### src/rtl/quick_spi_pkg.sv
// Shared encodings and defaults for the quick_spi arbiter slice.
package quick_spi_pkg;

  typedef enum logic [1:0] {
    ST_IDLE = 2'd0,
    ST_BUSY = 2'd1,
    ST_GAP  = 2'd2
  } qspi_state_t;

  localparam logic QSPI_OP_WRITE = 1'b0;
  localparam logic QSPI_OP_READ  = 1'b1;

  localparam int QSPI_TIMEOUT_DEFAULT = 4096;

  // Index width that stays legal for a single requester.
  function automatic int qspi_idx_width(input int n);
    return (n > 1) ? $clog2(n) : 1;
  endfunction

endpackage

### src/rtl/quick_spi_rr_arbiter.sv
// Combinational round-robin pick: first set request at or after ptr, wrapping.
module quick_spi_rr_arbiter #(
  parameter int NUM_REQ = 4,
  parameter int IDX_W   = 2
) (
  input  logic [NUM_REQ-1:0] req,
  input  logic [IDX_W-1:0]   ptr,
  output logic [NUM_REQ-1:0] winner,
  output logic [IDX_W-1:0]   winner_idx,
  output logic               any_req
);

  logic found;

  always_comb begin
    winner     = '0;
    winner_idx = '0;
    found      = 1'b0;
    for (int i = 0; i < NUM_REQ; i++) begin
      int k;
      k = (int'(ptr) + i) % NUM_REQ;
      if (!found && req[IDX_W'(k)]) begin
        found               = 1'b1;
        winner[IDX_W'(k)]   = 1'b1;
        winner_idx          = IDX_W'(k);
      end
    end
  end

  assign any_req = |req;

endmodule

### src/rtl/quick_spi_arbiter.sv
// Round-robin sharing of one quick_spi_hard master between NUM_REQ clients.
//   state | meaning
//   IDLE  | waiting for enable and a request; grants on the next edge
//   BUSY  | master running; spi_* frozen until end_of_transaction or watchdog
//   GAP   | one cycle with start low so the master cannot auto-restart
module quick_spi_arbiter
  import quick_spi_pkg::*;
#(
  parameter int NUM_REQ        = 4,
  parameter int SLAVE_WIDTH    = 2,
  parameter int OUT_WIDTH      = 16,
  parameter int IN_WIDTH       = 8,
  parameter int TIMEOUT_CYCLES = QSPI_TIMEOUT_DEFAULT
) (
  input  logic                           clk,
  input  logic                           reset_n,
  input  logic                           enable,
  input  logic [NUM_REQ-1:0]             req,
  input  logic [NUM_REQ*SLAVE_WIDTH-1:0] req_slave,
  input  logic [NUM_REQ-1:0]             req_op,
  input  logic [NUM_REQ*OUT_WIDTH-1:0]   req_wdata,
  output logic [NUM_REQ-1:0]             gnt,
  output logic [NUM_REQ-1:0]             done,
  output logic [IN_WIDTH-1:0]            rdata,
  output logic                           timeout_err,
  output logic                           spi_enable,
  output logic                           spi_start_transaction,
  output logic [SLAVE_WIDTH-1:0]         spi_slave,
  output logic                           spi_operation,
  output logic [OUT_WIDTH-1:0]           spi_outgoing_data,
  input  logic                           spi_end_of_transaction,
  input  logic [IN_WIDTH-1:0]            spi_incoming_data
);

  localparam int IDX_W = qspi_idx_width(NUM_REQ);
  localparam int WD_W  = $clog2(TIMEOUT_CYCLES);
  localparam logic [WD_W-1:0]  WD_LAST  = WD_W'(TIMEOUT_CYCLES - 1);
  localparam logic [IDX_W-1:0] IDX_LAST = IDX_W'(NUM_REQ - 1);

  qspi_state_t state_q, state_d;
  logic [IDX_W-1:0] ptr_q, ptr_d;
  logic [IDX_W-1:0] win_q, win_d;
  logic [WD_W-1:0]  wd_q, wd_d;

  logic [NUM_REQ-1:0]     gnt_d, done_d;
  logic [IN_WIDTH-1:0]    rdata_d;
  logic                   terr_d, en_d, start_d, op_d;
  logic [SLAVE_WIDTH-1:0] slave_d;
  logic [OUT_WIDTH-1:0]   out_d;

  logic [NUM_REQ-1:0] pick_onehot;
  logic [IDX_W-1:0]   pick_idx;
  logic               any_req;

  logic [SLAVE_WIDTH-1:0] slave_arr [NUM_REQ];
  logic [OUT_WIDTH-1:0]   wdata_arr [NUM_REQ];

  for (genvar g = 0; g < NUM_REQ; g++) begin : g_slice
    assign slave_arr[g] = req_slave[g*SLAVE_WIDTH +: SLAVE_WIDTH];
    assign wdata_arr[g] = req_wdata[g*OUT_WIDTH +: OUT_WIDTH];
  end

  quick_spi_rr_arbiter #(
    .NUM_REQ (NUM_REQ),
    .IDX_W   (IDX_W)
  ) u_rr (
    .req        (req),
    .ptr        (ptr_q),
    .winner     (pick_onehot),
    .winner_idx (pick_idx),
    .any_req    (any_req)
  );

  always_comb begin
    state_d = state_q;
    ptr_d   = ptr_q;
    win_d   = win_q;
    wd_d    = wd_q;
    gnt_d   = gnt;
    done_d  = '0;
    rdata_d = rdata;
    terr_d  = 1'b0;
    en_d    = 1'b1;
    start_d = spi_start_transaction;
    slave_d = spi_slave;
    op_d    = spi_operation;
    out_d   = spi_outgoing_data;

    unique case (state_q)
      ST_IDLE: begin
        wd_d = '0;
        if (enable && any_req) begin
          state_d = ST_BUSY;
          win_d   = pick_idx;
          ptr_d   = (pick_idx == IDX_LAST) ? '0 : pick_idx + 1'b1;
          gnt_d   = pick_onehot;
          start_d = 1'b1;
          slave_d = slave_arr[pick_idx];
          op_d    = req_op[pick_idx];
          out_d   = wdata_arr[pick_idx];
        end
      end
      ST_BUSY: begin
        // A real completion wins over a watchdog expiry on the same edge.
        if (spi_end_of_transaction) begin
          state_d       = ST_GAP;
          start_d       = 1'b0;
          gnt_d         = '0;
          done_d[win_q] = 1'b1;
          if (spi_operation == QSPI_OP_READ) rdata_d = spi_incoming_data;
        end else if (wd_q == WD_LAST) begin
          state_d       = ST_GAP;
          start_d       = 1'b0;
          en_d          = 1'b0;
          gnt_d         = '0;
          done_d[win_q] = 1'b1;
          terr_d        = 1'b1;
        end else begin
          wd_d = wd_q + 1'b1;
        end
      end
      ST_GAP: begin
        state_d = ST_IDLE;
        wd_d    = '0;
      end
      default: state_d = ST_IDLE;
    endcase
  end

  always_ff @(posedge clk or negedge reset_n) begin
    if (!reset_n) begin
      state_q               <= ST_IDLE;
      ptr_q                 <= '0;
      win_q                 <= '0;
      wd_q                  <= '0;
      gnt                   <= '0;
      done                  <= '0;
      rdata                 <= '0;
      timeout_err           <= 1'b0;
      spi_enable            <= 1'b0;
      spi_start_transaction <= 1'b0;
      spi_slave             <= '0;
      spi_operation         <= 1'b0;
      spi_outgoing_data     <= '0;
    end else begin
      state_q               <= state_d;
      ptr_q                 <= ptr_d;
      win_q                 <= win_d;
      wd_q                  <= wd_d;
      gnt                   <= gnt_d;
      done                  <= done_d;
      rdata                 <= rdata_d;
      timeout_err           <= terr_d;
      spi_enable            <= en_d;
      spi_start_transaction <= start_d;
      spi_slave             <= slave_d;
      spi_operation         <= op_d;
      spi_outgoing_data     <= out_d;
    end
  end

endmodule
### config.mk
export PLATFORM = sky130hd
export DESIGN_NAME = quick_spi_arbiter
export DESIGN_NICKNAME = d
export VERILOG_FILES = /design/src/rtl/quick_spi_pkg.sv /design/src/rtl/quick_spi_rr_arbiter.sv /design/src/rtl/quick_spi_arbiter.sv
export SDC_FILE = /design/constraint.sdc
export NUM_CORES = 1
export LEC_CHECK = 0
export CAP_MARGIN = 10
export CORE_ASPECT_RATIO = 0.9
export CORE_UTILIZATION = 40
export DETAILED_ROUTE_END_ITERATION = 16
export GPL_TIMING_DRIVEN = 0
export PLACE_DENSITY = 0.73
export SETUP_SLACK_MARGIN = 0.2
export SLEW_MARGIN = 40
export SYNTH_ARGS = -nofsm -noshare
export SYNTH_HDL_FRONTEND = slang
export SYNTH_SLANG_ARGS = --single-unit
### constraint.sdc
create_clock -name clk -period 3.2 [get_ports clk]
set_input_delay 0.64 -clock clk [delete_from_list [all_inputs] [get_ports clk]]
set_output_delay 0.64 -clock clk [all_outputs]
set_load 0.1 [all_outputs]
# [Word-level counts from Yosys, hierarchy flattened]
# Cells that the tools add are included.
[op_classes] add_sub_neg=5 order_cmp=12 eq_ne=8 mux=66 n_bitwise=4 reduce_logical=22
[op_table] operator="4-bit 2-to-1 mux" count=10
[op_table] operator="16-bit binary-select mux with 2-bit select" count=1
[op_table] operator="16-bit 2-to-1 mux" count=2
[op_table] operator="1-bit 2-to-1 mux" count=26
[op_table] operator="12-bit 2-to-1 mux" count=2
[op_table] operator="12-bit case mux with 2 select lines" count=1
[op_table] operator="2-bit 2-to-1 mux" count=10
[op_table] operator="2-bit by 4-bit < comparator with 1-bit output, second input constant" count=4
[op_table] operator="12-bit by 1-bit adder with 12-bit output, second input constant" count=1
[op_table] operator="12-bit == test, second input constant" count=1
[op_table] operator="4-bit OR" count=3
[op_table] operator="1-bit binary-select mux with 2-bit select" count=5
[op_table] operator="1-bit demux with 2-bit select" count=5
[op_table] operator="2-bit by 1-bit greater-or-equal comparator with 1-bit output, second input constant" count=5
[op_table] operator="1-bit logical AND" count=9
[op_table] operator="3-bit AND reduction" count=3
[op_table] operator="4-bit case mux with 2 select lines" count=1
[op_table] operator="2-bit by 3-bit < comparator with 1-bit output, second input constant" count=2
[op_table] operator="2-bit inequality test, second input constant" count=3
[op_table] operator="2-bit by 1-bit adder with 2-bit output, second input constant" count=2
[op_table] operator="2-bit adder, second input constant" count=2
[op_table] operator="2-bit binary-select mux with 2-bit select" count=1
[op_table] operator="2-bit == test, second input constant" count=2
[op_table] operator="2-bit case mux with 2 select lines" count=1
[op_table] operator="11 further kinds" count=15
[word_totals] reg_bits=56 in_bits=92 out_inout_bits=38 wordCells=130

# [Longest topological paths before layout]
[depth] ltp_word=17 depth_mapped=15 ltp_nobuf=10

# [By module]
# A second synthesis with hierarchy kept.
[unflattened] cells_unflattened=328 hier_area_um2=3392.0
[by_module_without_submodules] mod="quick_spi_arbiter" n_inst=1 cells_each=247 area_each_um2=2741.4 seq_area_each_um2=1401.3
[by_module_without_submodules] mod="quick_spi_rr_arbiter" n_inst=1 cells_each=81 area_each_um2=650.6 seq_area_each_um2=0.0

# [Worst setup path before layout]
# Ideal clock, no wire load.
[synth_path] path_type="reg2reg" start="register ptr_q[0]" end="register ptr_q[1]" setup_time_ns=0.128 t_arrival_ns=2.859 required_ns=3.072 slack_ns=0.214 path_stages_with_launch=15 path_buffers=5 period_less_slack_ns=2.986 cell_sequence="dfrtp_1 > buf_6 > clkbuf_8 > inv_1 > ha_1 > buf_6 > mux4_2 > o21a_1 > a21oi_2 > buf_12 > buf_12 > inv_2 > ha_1 > nand2_1 > o21ai_0"
[synth_via] elab_chain_cells=15 elab_cells_between_ends=31 classes_between="add/sub: 4; eq/ne: 1; mux: 20; reduce/logical: 6"
[synth_rtl] element="start: declaration" line="quick_spi_arbiter.sv:41" source="logic [IDX_W-1:0] ptr_q, ptr_d;"
[synth_rtl] element="start signal: assignment" line="quick_spi_arbiter.sv:147" source="ptr_q <= ptr_d;"
[synth_rtl] element="parallel branches: the longest is 12 deep, another holds 2-bit by 1-bit adder with 2-bit output"
[synth_rtl] element="2-bit 2-to-1 mux *" line="quick_spi_rr_arbiter.sv:22" source="if (!found && req[IDX_W'(k)]) begin"
[synth_rtl] element="net pick_idx[0]" line="quick_spi_arbiter.sv:52" source="logic [IDX_W-1:0] pick_idx;"
[synth_rtl] element="2-bit by 1-bit adder with 2-bit output / 2-bit == test (equally long branches)" line="quick_spi_arbiter.sv:95" source="ptr_d = (pick_idx == IDX_LAST) ? '0 : pick_idx + 1'b1;"
[synth_rtl] element="2-bit 2-to-1 mux *" line="quick_spi_arbiter.sv:95"
# Mark *: on every way through the listed nets, which the timed path passes. The select of a mux whose other input is x is not followed.
# A chain may end at the register's enable or synchronous reset.

# [Worst setup path after layout]
[layout_path] start="input port req[1]" end="register ptr_q[1]"
[layout_via] elab_chain_cells=15 elab_cells_between_ends=31 classes_between="add/sub: 1; eq/ne: 1; mux: 20; reduce/logical: 9"
[layout_rtl] element="start: declaration" line="quick_spi_arbiter.sv:18" source="input logic [NUM_REQ-1:0] req,"
[layout_rtl] element="1-bit binary-select mux with 2-bit select" line="quick_spi_rr_arbiter.sv:22"
[layout_rtl] element="1-bit 2-to-1 mux (not written as such) (2 in a row)" line="quick_spi_rr_arbiter.sv:22"
[layout_rtl] element="1-bit 2-to-1 mux" line="quick_spi_rr_arbiter.sv:22"
[layout_rtl] element="1-bit zero test" line="quick_spi_rr_arbiter.sv:22"
[layout_rtl] element="1-bit logical AND" line="quick_spi_rr_arbiter.sv:22"
[layout_rtl] element="1-bit 2-to-1 mux" line="quick_spi_rr_arbiter.sv:22"
[layout_rtl] element="1-bit zero test" line="quick_spi_rr_arbiter.sv:22"
[layout_rtl] element="1-bit logical AND" line="quick_spi_rr_arbiter.sv:22"
[layout_rtl] element="1-bit 2-to-1 mux" line="quick_spi_rr_arbiter.sv:22"
[layout_rtl] element="1-bit zero test" line="quick_spi_rr_arbiter.sv:22"
[layout_rtl] element="1-bit logical AND" line="quick_spi_rr_arbiter.sv:22"
[layout_rtl] element="2-bit 2-to-1 mux *" line="quick_spi_rr_arbiter.sv:22"
[layout_rtl] element="net pick_idx[1]" line="quick_spi_arbiter.sv:52"
[layout_rtl] element="2-bit by 1-bit adder with 2-bit output / 2-bit == test (equally long branches)" line="quick_spi_arbiter.sv:95"
[layout_rtl] element="2-bit 2-to-1 mux *" line="quick_spi_arbiter.sv:95"
# The timed path passes the listed nets; every way through them passes the cells marked *. The select of a mux whose other input is x is not followed.

==> results.py <==
metrics = {
    "outcome": {
        "outcome": "complete, no violations",
    },
    "logic_synthesis": {
        "synth_cell_type_count": 60,
        "syn_nets": 418,
        "syn-instance-count": 316,
        "async_flop_share": 1.00,
        "yosys_warnings": 0,
        "syn_avg_cell_area_um2": 11.1,
        "synth_area_mm2": 0.00350,
        "ys.flop_type": "dfrtp_1",
        "synth-edff-count": 0,
        "ys_ff_latch": 56,
        "yosysSeqAreaShare": 0.400,
    },
    "placed_design": {
        "place_congestion": 0.820,
        "post-place-ws_ps": -152,
        "hpwl_um": 6860,
        "port_buffers": 128,
        "placed_cells_incl_taps": 560,
    },
    "sta": {
        "setup_viol_count_final": 0,
        "slew_viol_final": 0,
        "grt_setup_unrepaired": "false",
        "finalClockSkew_ps": 12.3,
        "timing.final.ws_setup_ps": 288,
        "finalCritPeriodShare": 0.910,
        "min_period_ps": 2910,
        "worst_slew_pin_slew_ps": 604,
        "slew_headroom": 0.597,
        "max_freq_mhz": 343,
        "finalHoldViolCount": 0,
    },
    "worst_setup_path": {
        "cp-end-kind": "flop",
        "crit_end": "ptr_q[1]",
        "required_ps": 3380,
        "crit_type": "input pin to flop",
        "worstReg2RegStart": "ptr_q[0]",
        "crit_start": "req[1]",
        "cp_slowest_cell": "a2111oi_2",
        "rrSetupSlack_ps": 290,
        "cp.arrival_ps": 3090,
        "cp_max_fo": 10,
        "critical-path-max-stage-delay_ps": 630,
        "r2r_end": "ptr_q[1]",
        "startpoint_type": "input pin",
        "crit_chain": "clkdlybuf4s50_1 -> buf_4 -> or3b_4 -> a2111oi_2 -> a21o_1 -> nor2_2 -> ha_1 -> nand2_1 -> o21ai_0",
        "r2r_cells": 14,
    },
    "worst_hold_path": {
        "hold_path.class": "input pin to asynchronous set/reset pin",
    },
    "global_routing": {
        "grt.total_usage": 0.203,
        "grt_max_degree": 40,
        "antenna_found_initial": 0,
        "grt_pass1_wl_um": 14800,
        "first_global_vias": 3057,
        "grt-ovfl-total": 0,
    },
    "clocking": {
        "cts_tree": "built",
        "clkLatencyLatePin_ps": 310,
        "cts_hold_buf": 0,
        "path_clk_slew_ps": 100,
        "clock_path_buffers": 2,
        "cts_made_buffers": 5,
        "htree_levels": 2,
        "clockRootBuffer": "clkbuf_8",
        "cts_sinks": 56,
    },
    "drt": {
        "drcViolationCount": 0,
        "firstDrtPassIters": 4,
        "drtIter0Drc": 165,
        "wl_per_cell_um": 15.6,
        "drtAntennaViolNets": 0,
        "vias": 3049,
        "wirelength_um": 9090,
        "viasPerCell": 5.24,
    },
    "floorplanning": {
        "die_width_um": 101,
        "io_pins": 130,
        "core_mm2": 0.00826,
        "die_h_um": 90.7,
        "dieArea_mm2": 0.00913,
        "std_cell_rows": 31,
        "start_util": 0.424,
    },
    "layout": {
        "area_growth_pct": 43.3,
        "fin_util": 0.607,
        "final_cell_mix": "clkdlybuf4s50_1 (89), dfrtp_1 (54), buf_2 (40), nand2_1 (40), mux2i_1 (39)",
        "fin_cells": 582,
        "diodes": 0,
        "drive_above_1_share": 0.270,
        "n_fill_cell": 685,
        "nNetsFinal": 569,
        "final_common_cell": "clkdlybuf4s50_1",
    },
    "run": {
        "maxCapViolCount": 0,
    },
    "power": {
        "finalPower_mw": 5.62,
        "p_leak_nw": 2.31,
        "powerDensity_mw_per_mm2": 1120,
        "vdd_drop_max_mv": 0.957,
    },
}
-- critical path, delay by kind of cell --
family	cells	cell delay (ps)
AOI/OAI and AO/OA	3	970
adders and majority gates	1	300
buffers and inverters	2	650
and+or+nand+nor	3	530
-- timing repair --
item | in CTS | in global routing
cloned | 0 | 1
pin swaps | 1 | 1
setup buffers | 7 | 7
gates resized for setup | 5 | 4
setup endpoints to repair | 21 | 21
-- logic make-up after synthesis --
kind of cell | after synthesis | synth area share
AND/OR/NAND/NOR | 96 | 0.137
flip-flops | 56 | 0.400
multiplexers | 54 | 0.173
adder cells (fa/ha/maj) | 10 | 0.0358
XOR/XNOR | 3 | 0.00751
AO/OA/AOI/OAI | 69 | 0.179
buffers and inverters | 28 | 0.0665
-- layer usage --
layer  share of wire  up-vias  global-route usage
li1                -     1464                   -
met1            0.44     1440               0.269
met2            0.48      127               0.336
met3           0.054       18              0.0426
met4           0.019        0              0.0531
met5               0        -                   0
-- layout make-up --
cell class | instances | area, µm² | area share
Tap cell | 115 | 144 | 0.0287
Multi-Input combinational cell | 232 | 1900 | 0.379
Clock inverter | 2 | 12.5 | 0.00250
Timing Repair Buffer | 144 | 1240 | 0.247
Clock buffer | 5 | 68.8 | 0.0137
Sequential cell | 56 | 1400 | 0.280
Inverter | 10 | 41.3 | 0.00824
Buffer | 18 | 206 | 0.0412
-- report_power, final --
group | internal [mW] | leakage (nW) | switching (mW)
Clock | 0.149 | 0.0400 | 0.221
Sequential | 0.946 | 0.712 | 0.159
Combinational | 1.40 | 1.55 | 2.75
Total | 2.49 | 2.31 | 3.13
-- state kept, by name, indices dropped and copies added, names as in the netlist --
signal / cells
timeout_err: 1
spi_start_transaction: 1
win_q: 2
spi_slave: 2
spi_enable: 1
wd_q: 12
spi_outgoing_data: 16
ptr_q: 2
rdata: 8
gnt: 4
spi_operation: 1
state_q: 2
done: 4
-- worst min path at each step --
stage	start	cells past startpoint	slack [ps]	to
5_1_grt	reset_n	1	190	done[0]
3_3_place_gp	wd_q[8]	1	470	wd_q[8]
3_5_place_dp	spi_outgoing_data[0]	2	470	spi_outgoing_data[0]
4_1_cts	reset_n	1	190	done[0]
2_1_floorplan	reset_n	0	340	done[0]
6_report	reset_n	1	190	done[0]
-- per-stage QoR --
stage / setup TNS, ps / cell area (µm²) / hold WS [ps]
CTS: 0 / 4910 / 186
global route: 0 / 5010 / 188
floorplan: 0 / 3500 / 344
finish: 0 / 5010 / 189
global placement: -13680 / 4920 / 471
detailed placement: -736 / 4750 / 472
-- cells in the mapped netlist (all sizes together) (2+ instances only) --
master / number / share of area
clkbuf: 5 / 0.014
nand3b: 2 / 0.0043
mux4: 4 / 0.027
buf: 12 / 0.039
nor2b: 3 / 0.0054
a211oi: 2 / 0.0043
a222oi: 2 / 0.0057
ha: 10 / 0.036
nand3: 9 / 0.014
o31ai: 2 / 0.0043
a21oi: 7 / 0.011
and2: 5 / 0.0089
nor3: 8 / 0.013
o21ai: 18 / 0.029
nand2: 41 / 0.045
nand4: 3 / 0.0054
or3: 3 / 0.0054
a21boi: 5 / 0.011
o221ai: 18 / 0.077
inv: 10 / 0.011
a221oi: 2 / 0.0050
and3: 3 / 0.0054
a211o: 2 / 0.0054
nor2: 11 / 0.013
xor2: 2 / 0.0050
dfrtp: 56 / 0.40
mux2: 9 / 0.029
a21o: 2 / 0.0043
nand2b: 3 / 0.0054
o21bai: 2 / 0.0043
mux2i: 41 / 0.12
Power figures use the tool's default switching activity.
